File: config.mk
export PLATFORM = sky130hd
export DESIGN_NAME = axi_wr_burst_master
export DESIGN_NICKNAME = d
export VERILOG_FILES = /design/src/rtl/axi_wr_burst_master.sv
export SDC_FILE = /design/constraint.sdc
export NUM_CORES = 1
export LEC_CHECK = 0
export CAP_MARGIN = 10
export CORE_AREA = 5 5 265 267
export DETAILED_ROUTE_END_ITERATION = 6
export DIE_AREA = 0 0 270 272
export GPL_ROUTABILITY_DRIVEN = 1
export SLEW_MARGIN = 20
export SYNTH_ARGS = -nofsm -noshare
export SYNTH_HDL_FRONTEND = slang
export SYNTH_SLANG_ARGS = --single-unit
File: constraint.sdc
create_clock -name clk -period 12.6 [get_ports clk]
set_clock_uncertainty 0.2 [all_clocks]
set_input_delay 1.89 -clock clk [delete_from_list [all_inputs] [get_ports clk]]
set_output_delay 1.89 -clock clk [all_outputs]
set_load 0.02 [all_outputs]
File: src/rtl/axi_wr_burst_master.sv
// AXI4 write-channel burst master: one AW/W/B transaction per descriptor, address-derived write data.
// Optional response checking (resp_err / resp_err_cnt) is enabled by defining WR_RESP_CHECK_EN.
module axi_wr_burst_master #(
    parameter int DATA_W  = 512,
    parameter int ID_W    = 4,
    parameter int MAX_LEN = 8
) (
    input  logic                  clk,
    input  logic                  reset,
    input  logic                  wr_en,
    input  logic [31:0]           wr_addr,
    input  logic [3:0]            wr_burst_length,
    output logic                  wr_finish,
    output logic                  wlast_hs,
    output logic                  busy,
`ifdef WR_RESP_CHECK_EN
    output logic                  resp_err,
    output logic [15:0]           resp_err_cnt,
`endif
    output logic [ID_W-1:0]       m_axi_awid,
    output logic [31:0]           m_axi_awaddr,
    output logic [7:0]            m_axi_awlen,
    output logic [2:0]            m_axi_awsize,
    output logic [1:0]            m_axi_awburst,
    output logic                  m_axi_awvalid,
    input  logic                  m_axi_awready,
    output logic [DATA_W-1:0]     m_axi_wdata,
    output logic [DATA_W/8-1:0]   m_axi_wstrb,
    output logic                  m_axi_wlast,
    output logic                  m_axi_wvalid,
    input  logic                  m_axi_wready,
    input  logic [ID_W-1:0]       m_axi_bid,
    input  logic [1:0]            m_axi_bresp,
    input  logic                  m_axi_bvalid,
    output logic                  m_axi_bready
);

    localparam int               BEAT_BYTES = DATA_W / 8;
    localparam int               WORDS      = DATA_W / 32;
    localparam logic [7:0]       MAX_LEN_B  = 8'(MAX_LEN);
    localparam logic [7:0]       MAX_AWLEN  = 8'(MAX_LEN - 1);
    localparam logic [ID_W-1:0]  ID_ONE     = 1;

    typedef enum logic [2:0] {
        S_IDLE,
        S_AW,
        S_W,
        S_B,
        S_DONE
    } state_t;

    state_t              state_q, state_d;
    logic [ID_W-1:0]     awid_q, awid_d;
    logic [31:0]         awaddr_q, awaddr_d;
    logic [7:0]          awlen_q, awlen_d;
    logic [7:0]          beat_q, beat_d;
    logic                awvalid_q, awvalid_d;
    logic                wvalid_q, wvalid_d;
    logic                wlast_q, wlast_d;
    logic                bready_q, bready_d;
    logic                wr_finish_q, wr_finish_d;
    logic                wlast_hs_q, wlast_hs_d;
    logic                busy_q, busy_d;
    logic [DATA_W-1:0]   wdata_q, wdata_d;

    logic [7:0]          req_len;
    logic                aw_hs;
    logic                w_hs;
    logic                b_hs;

    assign req_len = {4'd0, wr_burst_length};
    assign aw_hs   = awvalid_q & m_axi_awready;
    assign w_hs    = wvalid_q & m_axi_wready;
    assign b_hs    = bready_q & m_axi_bvalid;

    // Word i of beat b carries the byte address it would occupy: addr + b*BEAT_BYTES + i*4 (mod 2^32).
    function automatic logic [DATA_W-1:0] beat_pattern(input logic [31:0] addr, input logic [7:0] beat);
        logic [DATA_W-1:0] p;
        logic [31:0]       base;
        base = addr + 32'(beat) * 32'(BEAT_BYTES);
        p    = '0;
        for (int i = 0; i < WORDS; i++) begin
            p[i*32 +: 32] = base + 32'(i * 4);
        end
        return p;
    endfunction

`ifdef WR_RESP_CHECK_EN
    logic        resp_err_q, resp_err_d;
    logic [15:0] resp_err_cnt_q, resp_err_cnt_d;

    always_comb begin
        resp_err_d     = resp_err_q;
        resp_err_cnt_d = resp_err_cnt_q;
        if (state_q == S_B && b_hs && (m_axi_bresp != 2'b00 || m_axi_bid != awid_q)) begin
            resp_err_d = 1'b1;
            if (resp_err_cnt_q != 16'hFFFF) begin
                resp_err_cnt_d = resp_err_cnt_q + 16'd1;
            end
        end
    end

    assign resp_err     = resp_err_q;
    assign resp_err_cnt = resp_err_cnt_q;
`else
    logic unused_bresp;
    assign unused_bresp = ^{m_axi_bid, m_axi_bresp};
`endif

    always_comb begin
        state_d    = state_q;
        awid_d     = awid_q;
        awaddr_d   = awaddr_q;
        awlen_d    = awlen_q;
        beat_d     = beat_q;
        wlast_hs_d = 1'b0;

        case (state_q)
            S_IDLE: begin
                if (wr_en && req_len != 8'd0) begin
                    awaddr_d = wr_addr;
                    awlen_d  = (req_len > MAX_LEN_B) ? MAX_AWLEN : (req_len - 8'd1);
                    beat_d   = 8'd0;
                    state_d  = S_AW;
                end
            end
            S_AW: begin
                if (aw_hs) begin
                    state_d = S_W;
                end
            end
            S_W: begin
                if (w_hs) begin
                    if (wlast_q) begin
                        wlast_hs_d = 1'b1;
                        state_d    = S_B;
                    end else begin
                        beat_d = beat_q + 8'd1;
                    end
                end
            end
            S_B: begin
                if (b_hs) begin
                    state_d = S_DONE;
                end
            end
            S_DONE: begin
                awid_d  = awid_q + ID_ONE;
                state_d = S_IDLE;
            end
            default: begin
                state_d = S_IDLE;
            end
        endcase

        // Channel outputs are registered copies of what the next state implies.
        awvalid_d   = (state_d == S_AW);
        wvalid_d    = (state_d == S_W);
        wlast_d     = (state_d == S_W) && (beat_d == awlen_d);
        bready_d    = (state_d == S_B);
        wr_finish_d = (state_d == S_DONE);
        busy_d      = (state_d != S_IDLE);
        wdata_d     = (state_d == S_W) ? beat_pattern(awaddr_d, beat_d) : '0;
    end

    always_ff @(posedge clk) begin
        if (reset) begin
            state_q     <= S_IDLE;
            awid_q      <= '0;
            awaddr_q    <= '0;
            awlen_q     <= '0;
            beat_q      <= '0;
            awvalid_q   <= 1'b0;
            wvalid_q    <= 1'b0;
            wlast_q     <= 1'b0;
            bready_q    <= 1'b0;
            wr_finish_q <= 1'b0;
            wlast_hs_q  <= 1'b0;
            busy_q      <= 1'b0;
            wdata_q     <= '0;
`ifdef WR_RESP_CHECK_EN
            resp_err_q     <= 1'b0;
            resp_err_cnt_q <= '0;
`endif
        end else begin
            state_q     <= state_d;
            awid_q      <= awid_d;
            awaddr_q    <= awaddr_d;
            awlen_q     <= awlen_d;
            beat_q      <= beat_d;
            awvalid_q   <= awvalid_d;
            wvalid_q    <= wvalid_d;
            wlast_q     <= wlast_d;
            bready_q    <= bready_d;
            wr_finish_q <= wr_finish_d;
            wlast_hs_q  <= wlast_hs_d;
            busy_q      <= busy_d;
            wdata_q     <= wdata_d;
`ifdef WR_RESP_CHECK_EN
            resp_err_q     <= resp_err_d;
            resp_err_cnt_q <= resp_err_cnt_d;
`endif
        end
    end

    assign wr_finish     = wr_finish_q;
    assign wlast_hs      = wlast_hs_q;
    assign busy          = busy_q;
    assign m_axi_awid    = awid_q;
    assign m_axi_awaddr  = awaddr_q;
    assign m_axi_awlen   = awlen_q;
    assign m_axi_awsize  = 3'd6;
    assign m_axi_awburst = 2'b01;
    assign m_axi_awvalid = awvalid_q;
    assign m_axi_wdata   = wdata_q;
    assign m_axi_wstrb   = '1;
    assign m_axi_wlast   = wlast_q;
    assign m_axi_wvalid  = wvalid_q;
    assign m_axi_bready  = bready_q;

    // Only one channel is ever active, and a stalled AW request must not change.
    a_single_channel: assert property (@(posedge clk) disable iff (reset)
        !(m_axi_awvalid && m_axi_wvalid));
    a_aw_stable: assert property (@(posedge clk) disable iff (reset)
        (m_axi_awvalid && !m_axi_awready) |=> (m_axi_awvalid && $stable(m_axi_awaddr) && $stable(m_axi_awlen)));
    a_finish_pulse: assert property (@(posedge clk) disable iff (reset)
        wr_finish |=> !wr_finish);

endmodule

==> run metrics, run 1 <==
Longest Clk Path Bufs 3; worst endpoint required time 12.94 ns; Most used DFF post-synth dfxtp_1; Syn Std Cell Area 22500 um2; CTS tree yes; htree depth 2; Power Dens Cells 125 nW/um2; most frequent cells in the layout clkdlybuf4s50_1, dfxtp_1, nor2_1, nand2_1, xnor2_1; # Max-Cap Violations 0; first-pass GRT wire length 133 mm; routed len/inst 23.8 um; reg2reg path depth 18; Fill cells 6437; Sink Count 510; unrepaired setup endpoints after global routing false; hold_buf cts 0; peak supply drop 0.0937 mV; Die W 270 um; P&R area growth vs syn 35.6%; Final Hold Fails 0; Crit path max-delay family simple AND/OR/NAND/NOR gates; worst-margin pin slew 1.28 ns; Yosys cell types 96; pin count of the biggest net entering global routing 112; die span in y 272 um; Vias/cell 5.04; DRC 0; Worst path most repeated cell nand3_1; Ys Warns 0; Syn Area/Cell 9.03 um2; critical path buffer and inverter count 4; commonest non-fill, non-tap cell in the layout clkdlybuf4s50_1; final-report setup violation count 0; hold_ws 0.280 ns; Final Cycle Share 0.704; CP Depth 21; Port-buffer cells 604; TritonCTS Buffers 55; First DRT Iteration DRCs 1512; I/O pins 680; vias post-DR 19600; Rows 96; Clock Latency Late Sink 0.63 ns; Synth Instances 2492; DP Wirelength 70.0 mm; status finished clean; Slew HR 0.140; post-route ant nets 0; clock-pin transition on the worst setup and hold timing paths 0.06 ns; # Post-CTS Setup Buffers 0; leakage 11.1 nW; Initial DRT Pass Iterations 7; Slowest-stage cell, CP nand3_1; slowest stage delay, CP 0.77 ns; GR Util All Layers 0.239; vias in the first global route 19300; crit path DAT 9.22 ns; Hold WC Path Type flip-flop to flip-flop; cell chain of the critical path clkdlybuf4s50_1 -> inv_1 -> ha_1 -> or3b_1 -> nand2_2 -> buf_4 -> nand2_1 -> o21ai_0 -> a22oi_1 -> inv_1 -> ha_1 -> a21o_1 -> a31o_2 -> nor2_1 -> nand3_1 -> nand3_1 -> o22ai_1 -> nor4_2 -> nand3_1 -> nor4_1 -> mux2i_1; share of cells above drive strength 1 0.0777; number of enable flip-flop cells after synthesis 0; Nets 3040; CP max FO 41; worst setup margin 3.72 ns; post-synthesis sequential area ratio 0.454; dpl ws 3.20 ns; core area 67900 um2; Final Critical Period 8.88 ns; initial antenna violation count 4; f_max 113 MHz; FF+latch count, synth 510; CTS Root Cell clkbuf_16; Crit Path Class input pin to flip-flop; Final TNS setup 0 ns; starting density of the core 0.332; post_cts resized 0; Post-synth ARST share 0; CP Capture Type flip-flop; RD Place Congestion 0.907; WHS Path Cells 2; Die ar. 73400 um2; final WL 92.6 mm; critical path startpoint category input pin; grt total ovfl 0; fin. max-slew vios 0
[cell usage after synthesis (5+ instances only)]
cell	number	area share
dfxtp_1	510	0.45
nor2_1	369	0.062
nand2_1	210	0.035
xnor2_1	177	0.069
buf_4	140	0.047
clkbuf_1	124	0.021
mux2i_1	122	0.054
o21ai_0	89	0.020
nand3_1	83	0.018
a21oi_1	81	0.018
xor2_1	75	0.029
o31ai_1	47	0.016
or3_1	38	0.011
nor3_1	36	0.0080
nand4_1	28	0.0078
and2_1	26	0.0072
inv_1	26	0.0043
ha_1	24	0.013
buf_2	20	0.0044
a21o_1	19	0.0063
or2_2	16	0.0044
and3_1	13	0.0036
nor4_1	13	0.0036
nor2b_1	12	0.0033
nor3b_1	12	0.0040
nand2b_1	10	0.0028
nor3_2	10	0.0044
a211oi_1	9	0.0030
a31oi_1	7	0.0019
buf_1	7	0.0012
mux2_2	7	0.0035
buf_6	6	0.0030
nor4b_1	6	0.0023
clkinv_1	5	0.00083
o211ai_1	5	0.0017
[cell families (layout without fill, tap and decap cells)]
family	Yosys count	after routing	share of synthesized area
simple gates	920	920	0.194
flops	510	510	0.454
mux	132	132	0.0596
xor+xnor	255	255	0.100
fa+ha+maj	25	25	0.0142
other cells	2	70	0.000334
buf+inv	329	783	0.0814
compound gates	319	319	0.0964
[power by group]
| part | switching [mW] | leakage, nW | internal [mW] |
|---|---|---|---|
| logic | 0.337 | 6.03 | 0.168 |
| clock network | 0.704 | 0.911 | 0.969 |
| registers | 0.0139 | 4.11 | 1.63 |
| total | 1.05 | 11.1 | 2.77 |
[flip-flops by register name (all words and copies together) (netlist names)]
| signal | flops |
|---|---|
| m_axi_bready | 1 |
| m_axi_awvalid | 1 |
| m_axi_awid | 4 |
| m_axi_wlast | 1 |
| m_axi_wvalid | 1 |
| busy | 1 |
| beat_q | 8 |
| m_axi_wdata | 448 |
| wr_finish | 1 |
| m_axi_awaddr | 32 |
| m_axi_awlen | 8 |
| state_q | 3 |
| wlast_hs | 1 |
[routing by layer]
layer,wire length [um],global-route usage,up-vias
met5,12,0,-
met4,4310,0.101,2
met3,6970,0.0507,179
met2,43600,0.404,933
met1,37700,0.297,9438
li1,-,-,9066
[metrics by stage]
step,util,power [mW],instances,area [um2]
finish,0.450,3.82,3896,30500
global placement,0.422,2.18,3792,28600
global route,0.450,3.96,3896,30500
CTS,0.450,3.87,3895,30500
detailed placement,0.422,2.19,3792,28600
floorplan,-,2.00,2559,22800
[final timing paths]
path / end / from / slack (ns)
setup / recovery: m_axi_wdata[59]$_SDFF_PP0_ / wr_burst_length[0] / 3.72
hold / removal: m_axi_awaddr[1]$_SDFF_PP0_ / m_axi_awaddr[1]$_SDFF_PP0_ / 0.28
setup reg to reg: m_axi_wdata[59]$_SDFF_PP0_ / state_q[1]$_SDFF_PP0_ / 5.26
hold reg to reg: m_axi_awaddr[1]$_SDFF_PP0_ / m_axi_awaddr[1]$_SDFF_PP0_ / 0.28
[worst reg2reg max path, delay by kind of cell (launching register included)]
family / cells / cell delay (ns)
flip-flops: 1 / 0.43
AO/OA/AOI/OAI: 5 / 1.32
buffers and inverters: 2 / 0.45
AND/OR/NAND/NOR: 9 / 4.26
adder cells (fa/ha/maj): 1 / 0.41
multiplexers: 1 / 0.23
[layout make-up]
class	count	area, um2	area share
sequential	510	10200	0.334
multi-input combinational	1720	10800	0.355
timing repair buffer	649	6380	0.209
clock buffer	71	1500	0.0490
antenna	1	2.50	0.0000820
clock inverter	32	380	0.0125
inverter	31	116	0.00381
tap	882	1100	0.0362
(Power assumes the default switching activity.)
==> run 2: changes to the inputs <==
==> constraint.sdc (replaced) <==
create_clock -name clk -period 8.3 [get_ports clk]
set_clock_uncertainty 0.2 [all_clocks]
set_input_delay 1.245 -clock clk [delete_from_list [all_inputs] [get_ports clk]]
set_output_delay 1.245 -clock clk [all_outputs]
set_load 0.02 [all_outputs]
==> run 2 against run 1 <==
Global-route usage is 0.34 points higher; worst hold slack improved by 0.0086 ns; clock power grew 59%; die area did not move; final cell count grew 0.54%; first-iteration DRC count rose by 1.9%; combinational power up 53%; register-to-register slack got worse by 3.5 ns.
==> run metrics, run 2 (same netlist as run 1, synthesis figures left out) <==
status finished clean (unchanged); Vias/cell 5.01 (was 5.04); CP Capture Type flip-flop (unchanged); dpl ws 0.262 ns (was 3.20 ns); vias in the first global route 19600 (was 19300); number of flip-flops in the largest register 448 (unchanged); share of cells above drive strength 1 0.0847 (was 0.0777); hold path start m_axi_awaddr[1]$_SDFF_PP0_ (unchanged); core area 67900 um2 (unchanged); worst-margin pin slew 1.20 ns (was 1.28 ns); hold_buf cts 0 (unchanged); # Max-Cap Violations 0 (unchanged); f_max 134 MHz; TritonCTS Buffers 55 (unchanged); Finished Cell Area 30800 um2 (was 30500 um2); Die W 270 um (unchanged); Final Util 0.454 (was 0.450); post-route ant nets 0 (unchanged); vias post-DR 19600 (about the same); post_cts resized 0 (unchanged); first-pass GRT wire length 135 mm (was 133 mm); CP max FO 17 (was 41); Nets 3065 (was 3040); Final TNS setup 0 ns (unchanged); final-report setup violation count 0 (unchanged); P&R area growth vs syn 36.8% (was 35.6%); clock-pin transition on the worst setup and hold timing paths 0.06 ns (about the same); worst endpoint required time 8.62 ns (was 12.94 ns); leakage 11.2 nW (was 11.1 nW); Hold EP m_axi_awaddr[1]$_SDFF_PP0_ (unchanged); CTS Root Cell clkbuf_16 (unchanged); First DRT Iteration DRCs 1540 (was 1512); Power Dens Cells 192 nW/um2 (was 125 nW/um2); power consumption 5.93 mW (was 3.82 mW); GR Util All Layers 0.243 (was 0.239); Slew HR 0.198 (was 0.140); Clock Latency Late Sink 0.62 ns (was 0.63 ns); most frequent cells in the layout clkdlybuf4s50_1, dfxtp_1, nor2_1, nand2_1, xnor2_1 (unchanged); final WL 94.0 mm (was 92.6 mm); post-route insts no fill 3917 (was 3896); area of placed instances 28800 um2 (was 28600 um2); Final Cycle Share 0.902; Sink Count 510 (unchanged); Rows 96 (unchanged); commonest non-fill, non-tap cell in the layout clkdlybuf4s50_1 (unchanged); hold_ws 0.288 ns (was 0.280 ns); Hold WC Path Type flip-flop to flip-flop (unchanged); DP Wirelength 71.6 mm (was 70.0 mm); reg-to-reg endpoint m_axi_wdata[341]$_SDFF_PP0_ (was m_axi_wdata[59]$_SDFF_PP0_); critical path startpoint category input pin (unchanged); crit path DAT 7.81 ns (was 9.22 ns); Final Hold Fails 0 (unchanged); I/O pins 680 (unchanged); routed len/inst 24.0 um (was 23.8 um); placed cell count 3817 (was 3792); Initial DRT Pass Iterations 7 (unchanged); # Post-CTS Setup Buffers 0 (unchanged); RD Place Congestion 0.881 (was 0.907); peak supply drop 0.133 mV (was 0.0937 mV); grt total ovfl 0 (unchanged); starting density of the core 0.332 (unchanged); Fill cells 6531 (was 6437); r2r startpoint state_q[1]$_SDFF_PP0_ (unchanged); die span in y 272 um (unchanged); unrepaired setup endpoints after global routing false (unchanged); Die ar. 73400 um2 (unchanged); Port-buffer cells 604 (unchanged); CTS tree yes (unchanged); Crit Path Class input pin to flip-flop (unchanged); DRC 0 (unchanged); Final Critical Period 7.49 ns; flop-to-flop setup slack 1.74 ns (was 5.26 ns); fin. max-slew vios 0 (unchanged); worst setup margin 0.814 ns (was 3.72 ns); Longest Clk Path Bufs 3 (unchanged); reg2reg path depth 15 (was 18); pin count of the biggest net entering global routing 144 (was 112); initial antenna violation count 3 (was 4); htree depth 2 (unchanged); WHS Path Cells 2 (unchanged)
-- run 2: final cells by class --
type | instances | area (um2) | area share
Inverter | 31 | 116 | 0.00378
Tap cell | 882 | 1100 | 0.0358
Sequential cell | 510 | 10200 | 0.332
Clock inverter | 28 | 430 | 0.0140
Timing Repair Buffer | 674 | 6580 | 0.214
Multi-Input combinational cell | 1720 | 10800 | 0.352
Antenna cell | 2 | 5.00 | 0.000163
Clock buffer | 70 | 1510 | 0.0491
-- run 2: worst max-delay path, cell delays in order --
cell and delay, ns:
clkdlybuf4s50_1 0.53, inv_1 0.09, ha_1 0.27, or3b_1 0.44
nand2_2 0.28, nand2_1 0.21, o21ai_0 0.11, a22oi_1 0.25
inv_1 0.12, ha_1 0.45, inv_1 0.22, a211oi_1 0.49
a21bo_1 0.44, a211oi_1 0.32, xor2_1 0.11, buf_4 0.23
a211oi_2 0.73, nand3_2 0.59, nor3b_1 0.44, mux2i_1 0.22
-- run 2: per-layer routing --
metal,part of all wire,global-route usage
met1,0.41,0.302
met4,0.041,0.0932
met5,0,0
met2,0.48,0.415
met3,0.067,0.0492
-- run 2: worst max-delay path by stage --
| stage | startpoint | endpoint | slack [ns] | cells past startpoint |
|---|---|---|---|---|
| floorplan | wr_burst_length[0] | m_axi_wdata[478]$_SDFF_PP0_ | 1.57 | 24 |
| global placement | wr_burst_length[0] | m_axi_wdata[446]$_SDFF_PP0_ | 0.37 | 20 |
| detailed placement | wr_burst_length[0] | m_axi_wdata[190]$_SDFF_PP0_ | 0.26 | 20 |
| CTS | wr_burst_length[0] | m_axi_wdata[190]$_SDFF_PP0_ | 0.91 | 20 |
| global route | wr_burst_length[0] | m_axi_wdata[318]$_SDFF_PP0_ | 0.51 | 21 |
| finish | wr_burst_length[0] | m_axi_wdata[190]$_SDFF_PP0_ | 0.81 | 20 |
-- run 2: power by group --
part / total [mW] / internal (mW) / switching, mW / leakage, nW
Clock: 2.65 / 1.60 / 1.05 / 0.960
Sequential: 2.50 / 2.48 / 0.0213 / 4.11
Combinational: 0.772 / 0.258 / 0.513 / 6.17
